[src/rtl/wash_pkg.sv]
// Shared phase encoding and wash-program table for the wash-cycle sequencer.
package wash_pkg;

    typedef enum logic [3:0] {
        OFF    = 4'd0,
        IDLE   = 4'd1,
        FILL1  = 4'd2,
        WASH   = 4'd3,
        DRAIN1 = 4'd4,
        FILL2  = 4'd5,
        RINSE  = 4'd6,
        DRAIN2 = 4'd7,
        SPIN   = 4'd8,
        DONE   = 4'd9,
        PAUSE  = 4'd10
    } phase_t;

    // Per-program fill target (L), wash (W), rinse (R) and spin (S) lengths in ticks.
    localparam logic [5:0] P0_L = 6'd4, P0_W = 6'd9,  P0_R = 6'd6, P0_S = 6'd4;
    localparam logic [5:0] P1_L = 6'd3, P1_W = 6'd5,  P1_R = 6'd3, P1_S = 6'd3;
    localparam logic [5:0] P2_L = 6'd6, P2_W = 6'd15, P2_R = 6'd9, P2_S = 6'd6;
    localparam logic [5:0] P3_L = 6'd0, P3_W = 6'd0,  P3_R = 6'd0, P3_S = 6'd5;

    localparam logic [5:0] P0_T = 6'(4 * P0_L + P0_W + P0_R + P0_S);
    localparam logic [5:0] P1_T = 6'(4 * P1_L + P1_W + P1_R + P1_S);
    localparam logic [5:0] P2_T = 6'(4 * P2_L + P2_W + P2_R + P2_S);
    localparam logic [5:0] P3_T = 6'(4 * P3_L + P3_W + P3_R + P3_S);

    function automatic logic [5:0] prog_total(input logic [1:0] prog);
        case (prog)
            2'd0:    return P0_T;
            2'd1:    return P1_T;
            2'd2:    return P2_T;
            default: return P3_T;
        endcase
    endfunction

    function automatic logic [5:0] prog_len(input logic [1:0] prog, input phase_t ph);
        logic [5:0] l, w, r, s;
        case (prog)
            2'd0:    begin l = P0_L; w = P0_W; r = P0_R; s = P0_S; end
            2'd1:    begin l = P1_L; w = P1_W; r = P1_R; s = P1_S; end
            2'd2:    begin l = P2_L; w = P2_W; r = P2_R; s = P2_S; end
            default: begin l = P3_L; w = P3_W; r = P3_R; s = P3_S; end
        endcase
        case (ph)
            FILL1, DRAIN1, FILL2, DRAIN2: return l;
            WASH:    return w;
            RINSE:   return r;
            SPIN:    return s;
            default: return 6'd0;
        endcase
    endfunction

    function automatic logic is_run(input phase_t ph);
        return (ph >= FILL1) && (ph <= SPIN);
    endfunction

    function automatic phase_t next_phase(input phase_t ph);
        case (ph)
            FILL1:   return WASH;
            WASH:    return DRAIN1;
            DRAIN1:  return FILL2;
            FILL2:   return RINSE;
            RINSE:   return DRAIN2;
            DRAIN2:  return SPIN;
            SPIN:    return DONE;
            default: return ph;
        endcase
    endfunction

endpackage

[src/rtl/wash_tick_gen.sv]
// Program-tick prescaler: counts only while run is high and holds its count otherwise.
module wash_tick_gen #(
    parameter int CLK_PER_TICK = 100
) (
    input  logic clk,
    input  logic reset,
    input  logic run,
    input  logic clear,
    output logic tick
);
    localparam logic [15:0] LAST = 16'(CLK_PER_TICK - 1);

    logic [15:0] cnt_reg;

    always_ff @(posedge clk) begin
        if (reset || clear) begin
            cnt_reg <= '0;
        end else if (run) begin
            cnt_reg <= (cnt_reg == LAST) ? 16'd0 : cnt_reg + 16'd1;
        end
    end

    assign tick = run && (cnt_reg == LAST);

endmodule

[src/rtl/wash_program_ctrl.sv]
// Wash-cycle sequencer: front-panel keys in, phase FSM on a prescaled tick,
// registered status bus and actuator enables out.
module wash_program_ctrl
    import wash_pkg::*;
#(
    parameter int CLK_PER_TICK = 100
) (
    input  logic       clk,
    input  logic       reset,
    input  logic       power_key,
    input  logic       start_key,
    input  logic       mode_key,
    output logic       power_off,
    output logic [3:0] counter_power,
    output logic [3:0] water_level,
    output logic [5:0] time_now,
    output logic [5:0] time_all,
    output logic       if_finish,
    output logic [3:0] phase,
    output logic       inlet_on,
    output logic       drain_on,
    output logic       motor_on
);
    phase_t     phase_reg, phase_next, saved_reg, saved_next, ph_adv;
    logic [5:0] cnt_reg, cnt_next, tn_reg, tn_next, ta_reg, ta_next, tn_dec, len_adv;
    logic [1:0] prog_reg, prog_next;
    logic [3:0] water_reg, water_next;
    logic       off_reg, off_next, fin_reg, fin_next;
    logic       inlet_reg, drain_reg, motor_reg;
    logic       tick, tick_run, tick_clear, done_entry;
    logic [5:0] time_at_done;

    // Zero-length phases keep the prescaler frozen so no tick is lost in them.
    assign tick_run   = is_run(phase_reg) && (cnt_reg != 6'd0) && !power_key && !start_key;
    assign tick_clear = (phase_reg == IDLE) && start_key && !power_key;
    assign ph_adv     = next_phase(phase_reg);
    assign len_adv    = prog_len(prog_reg, ph_adv);
    assign tn_dec     = (tn_reg != 6'd0) ? tn_reg - 6'd1 : 6'd0;

    wash_tick_gen #(.CLK_PER_TICK(CLK_PER_TICK)) u_tick (
        .clk   (clk),
        .reset (reset),
        .run   (tick_run),
        .clear (tick_clear),
        .tick  (tick)
    );

    always_comb begin
        phase_next   = phase_reg;
        saved_next   = saved_reg;
        cnt_next     = cnt_reg;
        tn_next      = tn_reg;
        ta_next      = ta_reg;
        prog_next    = prog_reg;
        water_next   = water_reg;
        off_next     = off_reg;
        fin_next     = fin_reg;
        done_entry   = 1'b0;
        time_at_done = 6'd0;
        if (power_key) begin
            if (phase_reg == OFF) begin
                phase_next = IDLE;
                off_next   = 1'b0;
                prog_next  = 2'd0;
                ta_next    = prog_total(2'd0);
                tn_next    = prog_total(2'd0);
            end else begin
                phase_next = OFF;
                saved_next = OFF;
                off_next   = 1'b1;
                prog_next  = 2'd0;
                cnt_next   = 6'd0;
                ta_next    = 6'd0;
                tn_next    = 6'd0;
                water_next = 4'd0;
                fin_next   = 1'b0;
            end
        end else if (start_key) begin
            if (phase_reg == IDLE) begin
                phase_next = FILL1;
                cnt_next   = prog_len(prog_reg, FILL1);
            end else if (is_run(phase_reg)) begin
                phase_next = PAUSE;
                saved_next = phase_reg;
            end else if (phase_reg == PAUSE) begin
                phase_next = saved_reg;
            end else if (phase_reg == DONE) begin
                phase_next = IDLE;
                fin_next   = 1'b0;
                tn_next    = prog_total(prog_reg);
            end
        end else if (mode_key && (phase_reg == IDLE)) begin
            prog_next = prog_reg + 2'd1;
            ta_next   = prog_total(prog_reg + 2'd1);
            tn_next   = prog_total(prog_reg + 2'd1);
        end else if (is_run(phase_reg) && ((cnt_reg == 6'd0) || tick)) begin
            if (cnt_reg != 6'd0) begin
                cnt_next = cnt_reg - 6'd1;
                tn_next  = tn_dec;
                if (phase_reg == FILL1 || phase_reg == FILL2) begin
                    water_next = water_reg + 4'd1;
                end else if ((phase_reg == DRAIN1 || phase_reg == DRAIN2) && water_reg != 4'd0) begin
                    water_next = water_reg - 4'd1;
                end
            end
            if (cnt_reg <= 6'd1) begin
                phase_next = ph_adv;
                cnt_next   = len_adv;
                if (ph_adv == DONE) begin
                    done_entry   = 1'b1;
                    time_at_done = tn_next;
                    fin_next     = 1'b1;
                    tn_next      = 6'd0;
                    water_next   = 4'd0;
                end
            end
        end
    end

    always_ff @(posedge clk) begin
        if (reset) begin
            phase_reg <= OFF;
            saved_reg <= OFF;
            cnt_reg   <= 6'd0;
            tn_reg    <= 6'd0;
            ta_reg    <= 6'd0;
            prog_reg  <= 2'd0;
            water_reg <= 4'd0;
            off_reg   <= 1'b1;
            fin_reg   <= 1'b0;
            inlet_reg <= 1'b0;
            drain_reg <= 1'b0;
            motor_reg <= 1'b0;
        end else begin
            phase_reg <= phase_next;
            saved_reg <= saved_next;
            cnt_reg   <= cnt_next;
            tn_reg    <= tn_next;
            ta_reg    <= ta_next;
            prog_reg  <= prog_next;
            water_reg <= water_next;
            off_reg   <= off_next;
            fin_reg   <= fin_next;
            inlet_reg <= (phase_next == FILL1) || (phase_next == FILL2);
            drain_reg <= (phase_next == DRAIN1) || (phase_next == DRAIN2) || (phase_next == SPIN);
            motor_reg <= (phase_next == WASH) || (phase_next == RINSE) || (phase_next == SPIN);
        end
    end

    // Remaining time must be used up exactly when the program completes.
    always_ff @(posedge clk) begin
        if (!reset && done_entry) begin
            assert (time_at_done == 6'd0);
        end
    end

    assign phase         = phase_reg;
    assign power_off     = off_reg;
    assign counter_power = {2'b00, prog_reg};
    assign water_level   = water_reg;
    assign time_now      = tn_reg;
    assign time_all      = ta_reg;
    assign if_finish     = fin_reg;
    assign inlet_on      = inlet_reg;
    assign drain_on      = drain_reg;
    assign motor_on      = motor_reg;

endmodule
[config.mk]
export PLATFORM = sky130hd
export DESIGN_NAME = wash_program_ctrl
export DESIGN_NICKNAME = d
export VERILOG_FILES = /design/src/rtl/wash_pkg.sv /design/src/rtl/wash_tick_gen.sv /design/src/rtl/wash_program_ctrl.sv
export SDC_FILE = /design/constraint.sdc
export NUM_CORES = 1
export LEC_CHECK = 0
export BUFFER_PORTS_ARGS = -buffer_cell sky130_fd_sc_hd__buf_2
export CAP_MARGIN = 20
export CORE_MARGIN = 3
export CORE_UTILIZATION = 64
export CTS_CLUSTER_DIAMETER = 60
export DETAILED_ROUTE_END_ITERATION = 16
export PLACE_DENSITY_LB_ADDON = 0.1
export SETUP_SLACK_MARGIN = 0.5
export SYNTH_ARGS = -nofsm -noshare
export SYNTH_HDL_FRONTEND = slang
export SYNTH_SLANG_ARGS = --single-unit
[constraint.sdc]
create_clock -name clk -period 3.3 [get_ports clk]
set_input_delay 0.66 -clock clk [delete_from_list [all_inputs] [get_ports clk]]
set_output_delay 0.66 -clock clk [all_outputs]
set_load 0.01 [all_outputs]
==> qor.txt, run 1 <==
PortBufs: 30
Die Wd: 79.0 µm
Final Power: 0.00131 W
Core Rows: 25
Largest family of logic cells by synthesized area: simple AND/OR/NAND/NOR gates
Reg2reg start: cnt_reg[0]
Area Overhead vs Synth: 8.85%
Setup TNS: 0 ns
Dpl hpwl: 5750 µm
DP Area: 3590 µm²
Seq pwr share: 50.0%
Cell area after synthesis: 3410 µm²
Global route total overflow: 0
Clock group share of total power: 34.1%
Crit path arrival time: 2.83 ns
Worst R2R Setup Slack: 0.72 ns
Post-synth EDFFs: 0
Drt pass-1 iters: 5
CTS tree: yes
Placed insts: 511
H-tree depth: 2
Drt drc: 0
Path depth of the worst reg2reg path: 9
Startpoint types: flop
Switch Pwr: 0.000370 W
FF+latch count, synth: 52
RSZ-0062 raised after global routing: yes
Wire length per cell: 15.6 µm
Pwr dens: 354 nW/µm²
Leak Pwr: 1.37 nW
YS warnings: 0
WS Path Type: reg -> reg
Initial antenna violation count: 0
Gate power share: 15.9%
Mux contribution to synthesized area: 1.80%
Multi-input logic area: 2210 µm²
Post-CTS sizing: 0
Slew at the pin closest to its max-slew limit: 0.796 ns
Req. time, crit path: 3.54 ns
GRT Total Usage: 26.6%
VDD IR max: 0.000341 V
Post-Synth XOR/XNOR Area: 5.91%
Sink of the worst hold path: time_all[2]
Setup Buffers After CTS: 0
Vias in the first global route: 2,919
Synth Area in Compound Gates: 24.6%
CTS root buf: clkbuf_8
Crit end category: flop
First-pass GRT wire length: 13,700 µm
Io pins: 34
Max Clock Skew: 0.00554 ns
Layout cells sized above 1: 14.6%
Share of flip-flops with an asynchronous set or reset: 0%
Design Area, Final: 3710 µm²
Share of the cycle needed by the critical path after routing: 78.3%
CTS Buf Count: 5
Tmin final: 2.58 ns
Fmax: 387 MHz
Vias: 3,235
Post-Synth Simple-Gate Area: 26.6%
MaxCap Viol Count: 0
Drt total wl: 8080 µm
Die Y-Extent: 79.0 µm
Syn_area_per_cell: 7.94 µm²
CTS Buffer Depth: 2
Reg-to-Reg End: time_now[2]
Syn Inst Count: 429
N_diodes: 0
Fin. Hold Viols: 0
Top_reg_cell synth: dfxtp_1
Yosys cell types: 70
Vias per inst: 6.23
Cts hold-fix bufs: 0
Switch share: 28.2%
Max FO, Critical Path: 8
Clock slew at reported path FFs: 0.10 ns
Register area: 1040 µm²
Register area share after synthesis: 30.6%
Starting Density: 68.9%
WHS Path Cells: 2
Core Box Area: 4940 µm²
Largest net degree at the start of global routing: 35
Die footprint: 6230 µm²
Max-slew headroom at the worst pin: 46.9%
Final setup fails: 0
Routed Antenna Nets: 0
HP Class: reg -> reg
Non-Filler Instances: 519
Max reg flops: 16
# fillers: 423
Routability cong.: 0.919
Status: finished clean
Final Net Count: 470
Post-Synth Adder-Cell Area: 5.44%
Clk_lat worst skew: 0.31 ns
Fin. max-slew vios: 0
Initial drt markers: 377
Clock Sinks: 52
Pint: 0.000942 W
HP Start: time_all[2]
cell usage in the layout (no fill, tap or decap), drive strengths merged, types with 8 or more instances in the layout:
cell / instances
a21oi: 38
and3: 8
buf: 39
dfxtp: 52
ha: 14
inv: 13
nand2: 32
nand3: 8
nor2: 57
nor3: 13
o21ai: 29
xnor2: 12
xor2: 11
power groups by stage:
stage / Clock (W) / Sequential, W / Combinational (W)
6_report: 0.000447 / 0.000656 / 0.000209
5_1_grt: 0.000471 / 0.000658 / 0.000230
4_1_cts: 0.000443 / 0.000656 / 0.000204
3_5_place_dp: 0 / 0.000670 / 0.000203
3_3_place_gp: 0 / 0.000670 / 0.000201
2_1_floorplan: 0 / 0.000671 / 0.000152
layout make-up:
type / instances / share of cell area [%]
multi-input cells: 340 / 59.5
inverters: 13 / 1.32
well taps: 67 / 2.26
flip-flops and latches: 52 / 28.1
clock inverters: 3 / 1.15
clock buffers: 5 / 1.86
repair buffers: 39 / 5.87
synth_stat cells, types with 4 or more instances:
cell | n | area share, %
nor3b_1 | 4 | 0.88
o21ai_1 | 7 | 1.0
nor2_1 | 56 | 6.2
buf_1 | 4 | 0.44
o31ai_1 | 4 | 0.88
clkbuf_1 | 14 | 1.5
nor3_1 | 13 | 1.9
nand2_1 | 32 | 3.5
inv_1 | 13 | 1.4
nor2b_1 | 6 | 1.1
o21ai_0 | 19 | 2.8
a21oi_1 | 37 | 5.4
ha_1 | 14 | 5.1
o22ai_1 | 4 | 0.73
o211ai_1 | 4 | 0.88
a211oi_1 | 7 | 1.5
nand4_1 | 5 | 0.92
dfxtp_1 | 52 | 31
and3_1 | 8 | 1.5
xor2_1 | 11 | 2.8
nand3b_1 | 5 | 1.1
nand2b_1 | 5 | 0.92
or3_1 | 7 | 1.3
mux2i_1 | 5 | 1.5
nand3_1 | 8 | 1.2
a22oi_1 | 6 | 1.3
xnor2_1 | 12 | 3.1
metrics by stage:
stage / hold slack [ns] / utilization [%] / setup slack, ns
CTS: 0.470 / 75.0 / 0.768
detailed placement: 0.452 / 72.7 / 0.595
global route: 0.486 / 75.0 / 0.495
finish: 0.472 / 75.0 / 0.716
global placement: 0.453 / 72.7 / 0.672
floorplan: 0.449 / - / 0.836
critical path, stage by stage (launching register included):
cell,delay (ns)
dfxtp_1,0.37
inv_1,0.07
ha_1,0.31
or4b_1,0.54
o21ai_1,0.26
o311a_1,0.26
and2_1,0.27
a21boi_0,0.19
o21ai_0,0.09
a21oi_1,0.15
cells by family after synthesis:
group                      count (synthesis)
and+or+nand+nor                          170
AOI/OAI and AO/OA                        123
DFF                                       52
buffers and inverters                     39
xor gates and xnor gates                  23
adders and majority gates                 15
muxes                                      6
other                                      1
how the worst max path moves through the flow:
stage	from	to	cells past startpoint
5_1_grt	cnt_reg[0]	time_now[2]	9
6_report	cnt_reg[0]	time_now[2]	9
2_1_floorplan	power_key	inlet_on	8
3_3_place_gp	power_key	cnt_reg[4]	7
4_1_cts	cnt_reg[0]	u_tick.cnt_reg[11]	9
3_5_place_dp	power_key	cnt_reg[4]	7
layer usage:
layer | track usage, % | share of wire [%] | vias to the layer above
met5 | 0 | 0 | -
met4 | 7.22 | 1.4 | 0
met3 | 3.74 | 7.3 | 14
met2 | 43.4 | 45 | 139
met1 | 36.8 | 46 | 1493
li1 | - | - | 1589
No activity file was read; power rests on OpenSTA's default activity.
==> run 2: changes to the inputs <==
- ABC_AREA: not set -> 1
- CORE_UTILIZATION: 64 -> 59
- clock period: 3.3 -> 2.38 ns (I/O delays scaled with it)
==> run 2 against run 1 <==
Global-route usage grew 1.2 points. Final area grew 14%. Critical path type unchanged. Largest cell class unchanged. Critical endpoint is now motor_on. Non-clock buffer count grew 22. Clock skew grew 0.00096 ns. Critical path depth grew 7.
==> qor.txt, run 2 <==
Dpl hpwl: 6380 µm (+11%)
Syn Inst Count: 514 (+20%)
Routed Antenna Nets: 0 (unchanged)
VDD IR max: 0.000400 V (+17%)
Setup ws final: 0.267 ns (-0.449 ns)
Synth cell count leaders: 111 x nand2_1, 66 x inv_1, 60 x nor2_1
Synth area leaders: dfxtp_1 31%, nand2_1 12%, inv_1 7.3%
Crit end category: flop
Wire length per cell: 15.4 µm (-1.1%)
PortBufs: 30 (unchanged)
Vias per inst: 5.76 (-7.6%)
Startpoint types: flop
Fmax: 473 MHz (+22%)
Largest net degree at the start of global routing: 19 (-46%)
RSZ-0062 raised after global routing: yes
Clk_lat worst skew: 0.31 ns (about the same)
Layout cells sized above 1: 30.1% (+15 points)
Io pins: 34 (unchanged)
Yosys cell types: 42 (-40%)
Seq pwr share: 43.2% (-6.8 points)
Worst hold slack: 0.467 ns (-0.00552 ns)
Post-synth top area share: 30.9% (+0.31 points)
Drt drc: 0 (unchanged)
Max Clock Skew: 0.00650 ns (+0.000961 ns)
Die Wd: 81.6 µm (+3.4%)
Register area: 1070 µm² (+2.5%)
Post-synth EDFFs: 0 (unchanged)
Gate power share: 33.1% (+17 points)
CTS Buf Count: 5 (unchanged)
Global route total overflow: 0 (unchanged)
HP Class: reg -> reg
Max FO, Critical Path: 4 (-4)
Non-Filler Instances: 645 (+24%)
Initial drt markers: 283 (-25%)
Mux contribution to synthesized area: 0.593% (-1.2 points)
Share of the cycle needed by the critical path after routing: 88.8% (+10 points)
CTS root buf: clkbuf_8
Tmin final: 2.11 ns (-0.471 ns)
Register area share after synthesis: 30.9% (+0.31 points)
Max reg flops: 16 (unchanged)
Final setup fails: 0 (unchanged)
Area leader, netlist: dfxtp_1
GRT Total Usage: 27.8% (+1.2 points)
Switch share: 36.2% (+8.0 points)
Largest family of logic cells by synthesized area: simple AND/OR/NAND/NOR gates
Syn_area_per_cell: 6.56 µm² (-17%)
MaxCap Viol Count: 0 (unchanged)
Commonest non-fill, non-tap cell in the layout: nand2_1
YS warnings: 0 (unchanged)
Crit path arrival time: 2.37 ns (-0.46 ns)
Core Rows: 26 (+4.0%)
# fillers: 397 (-6.1%)
WS Path Type: reg -> reg
Cts hold-fix bufs: 0 (unchanged)
Core Box Area: 5300 µm² (+7.3%)
Most common cell in the synthesized netlist: nand2_1
Vias: 3,716 (+15%)
Initial antenna violation count: 0 (unchanged)
Vias in the first global route: 3,274 (+12%)
Die Y-Extent: 81.6 µm (+3.4%)
Post-Synth Adder-Cell Area: 5.19% (-0.24 points)
Fin. Hold Viols: 0 (unchanged)
Die footprint: 6660 µm² (+6.8%)
CTS tree: yes
H-tree depth: 2 (unchanged)
Most frequent cells in the layout: 100 x nand2_1, 58 x inv_1, 47 x nor2_1
Pwr dens: 524 nW/µm² (+48%)
Multi-input logic area: 2310 µm² (+4.9%)
Cell area after synthesis: 3370 µm² (-0.99%)
Status: finished clean
Top_reg_cell synth: dfxtp_1
Area Overhead vs Synth: 25.6%
DP Worst Slack: 0.204 ns (-0.391 ns)
Final Net Count: 593 (+26%)
FF+latch count, synth: 52 (unchanged)
Post-Synth Simple-Gate Area: 33.7% (+7.1 points)
Starting Density: 63.6% (-5.3 points)
Clock slew at reported path FFs: 0.09 ns (about the same)
Setup TNS: 0 ns (unchanged)
Clock Sinks: 52 (unchanged)
Req. time, crit path: 2.64 ns (-0.90 ns)
Switch Pwr: 0.000804 W (+120%)
Drt total wl: 9940 µm (+23%)
Leak Pwr: 1.94 nW (+42%)
Share of flip-flops with an asynchronous set or reset: 0% (unchanged)
CTS Buffer Depth: 2 (unchanged)
Post-Synth XOR/XNOR Area: 1.04% (-4.9 points)
Routability cong.: 0.997 (+8.4%)
Synth Area in Compound Gates: 18.7% (-5.9 points)
Pint: 0.00142 W (+50%)
Drt pass-1 iters: 5 (unchanged)
Fin. max-slew vios: 0 (unchanged)
Finished Core Util: 79.9% (+4.8 points)
First-pass GRT wire length: 14,600 µm (+6.6%)
Placed insts: 611 (+20%)
Clock group share of total power: 23.7% (-10 points)
N_diodes: 0 (unchanged)
run 2: cell types whose count changed after synthesis, moves of 8 or more:
cell / change
clkbuf_1: -11
inv_1: +53
nand2_1: +79
nand2_2: +10
nand3_1: +16
o21ai_0: +15
xnor2_1: -11
xor2_1: -8
run 2: through the flow:
step	instance area, µm²	total power [W]
4_1_cts	3920	0.00209
3_3_place_gp	3600	0.00148
2_1_floorplan	3380	0.00136
5_1_grt	4240	0.00233
6_report	4240	0.00222
3_5_place_dp	3600	0.00149
run 2: area by class of cell:
type / instances / share of cell area, %
multi-input cells: 381 / 54.7
flip-flops and latches: 52 / 25.2
repair buffers: 61 / 9.13
inverters: 73 / 6.77
well taps: 70 / 2.07
clock buffers: 6 / 1.95
clock inverters: 2 / 0.236
run 2: timing repair:
| action | 4_1_cts | 5_1_grt |
|---|---|---|
| setup buffers | 9 | 16 |
| setup endpoints to repair | 35 | 35 |
| gates resized for setup | 44 | 57 |
| gates cloned | 0 | 1 |
| pin swaps | 12 | 30 |
run 2: path summary, 6_finish.rpt:
path	slack, ns	cells after the start	startpoint	end
hold / removal	0.47	1	u_tick.cnt_reg[15]	u_tick.cnt_reg[15]
setup reg to reg	0.27	16	cnt_reg[0]	motor_on
setup / recovery	0.27	16	cnt_reg[0]	motor_on
hold reg to reg	0.47	1	u_tick.cnt_reg[15]	u_tick.cnt_reg[15]
run 2: worst max-delay path, cell delays in order (launching register included):
cell,delay [ns]
dfxtp_4,0.39
inv_4,0.08
ha_4,0.17
nor2_4,0.04
nor2_4,0.17
nand2_2,0.12
nor3_4,0.22
nand3_2,0.11
nand2_1,0.10
nand2_1,0.08
nand2_2,0.13
inv_2,0.05
nor2_1,0.12
nand2_1,0.10
nand2_1,0.08
nand2_1,0.05
nand2_1,0.05
run 2: kinds of logic after synthesis:
| logic type | Yosys count |
|---|---|
| and+or+nand+nor | 247 |
| adders and majority gates | 14 |
| DFF | 52 |
| xor gates and xnor gates | 4 |
| other | 1 |
| AOI/OAI and AO/OA | 110 |
| muxes | 2 |
| buffers and inverters | 84 |
run 2: routing by layer:
layer / wire, µm / track usage [%]
met3: 629 / 3.84
met2: 5010 / 49.0
met4: 373 / 13.0
met1: 3930 / 33.2
met5: 0 / 0
run 2: power groups by stage:
stage | combinational, W | sequential (W) | clock (W)
6_report | 0.000735 | 0.000958 | 0.000526
5_1_grt | 0.000796 | 0.000964 | 0.000572
4_1_cts | 0.000604 | 0.000950 | 0.000532
3_5_place_dp | 0.000527 | 0.000966 | 0
3_3_place_gp | 0.000520 | 0.000965 | 0
2_1_floorplan | 0.000390 | 0.000970 | 0
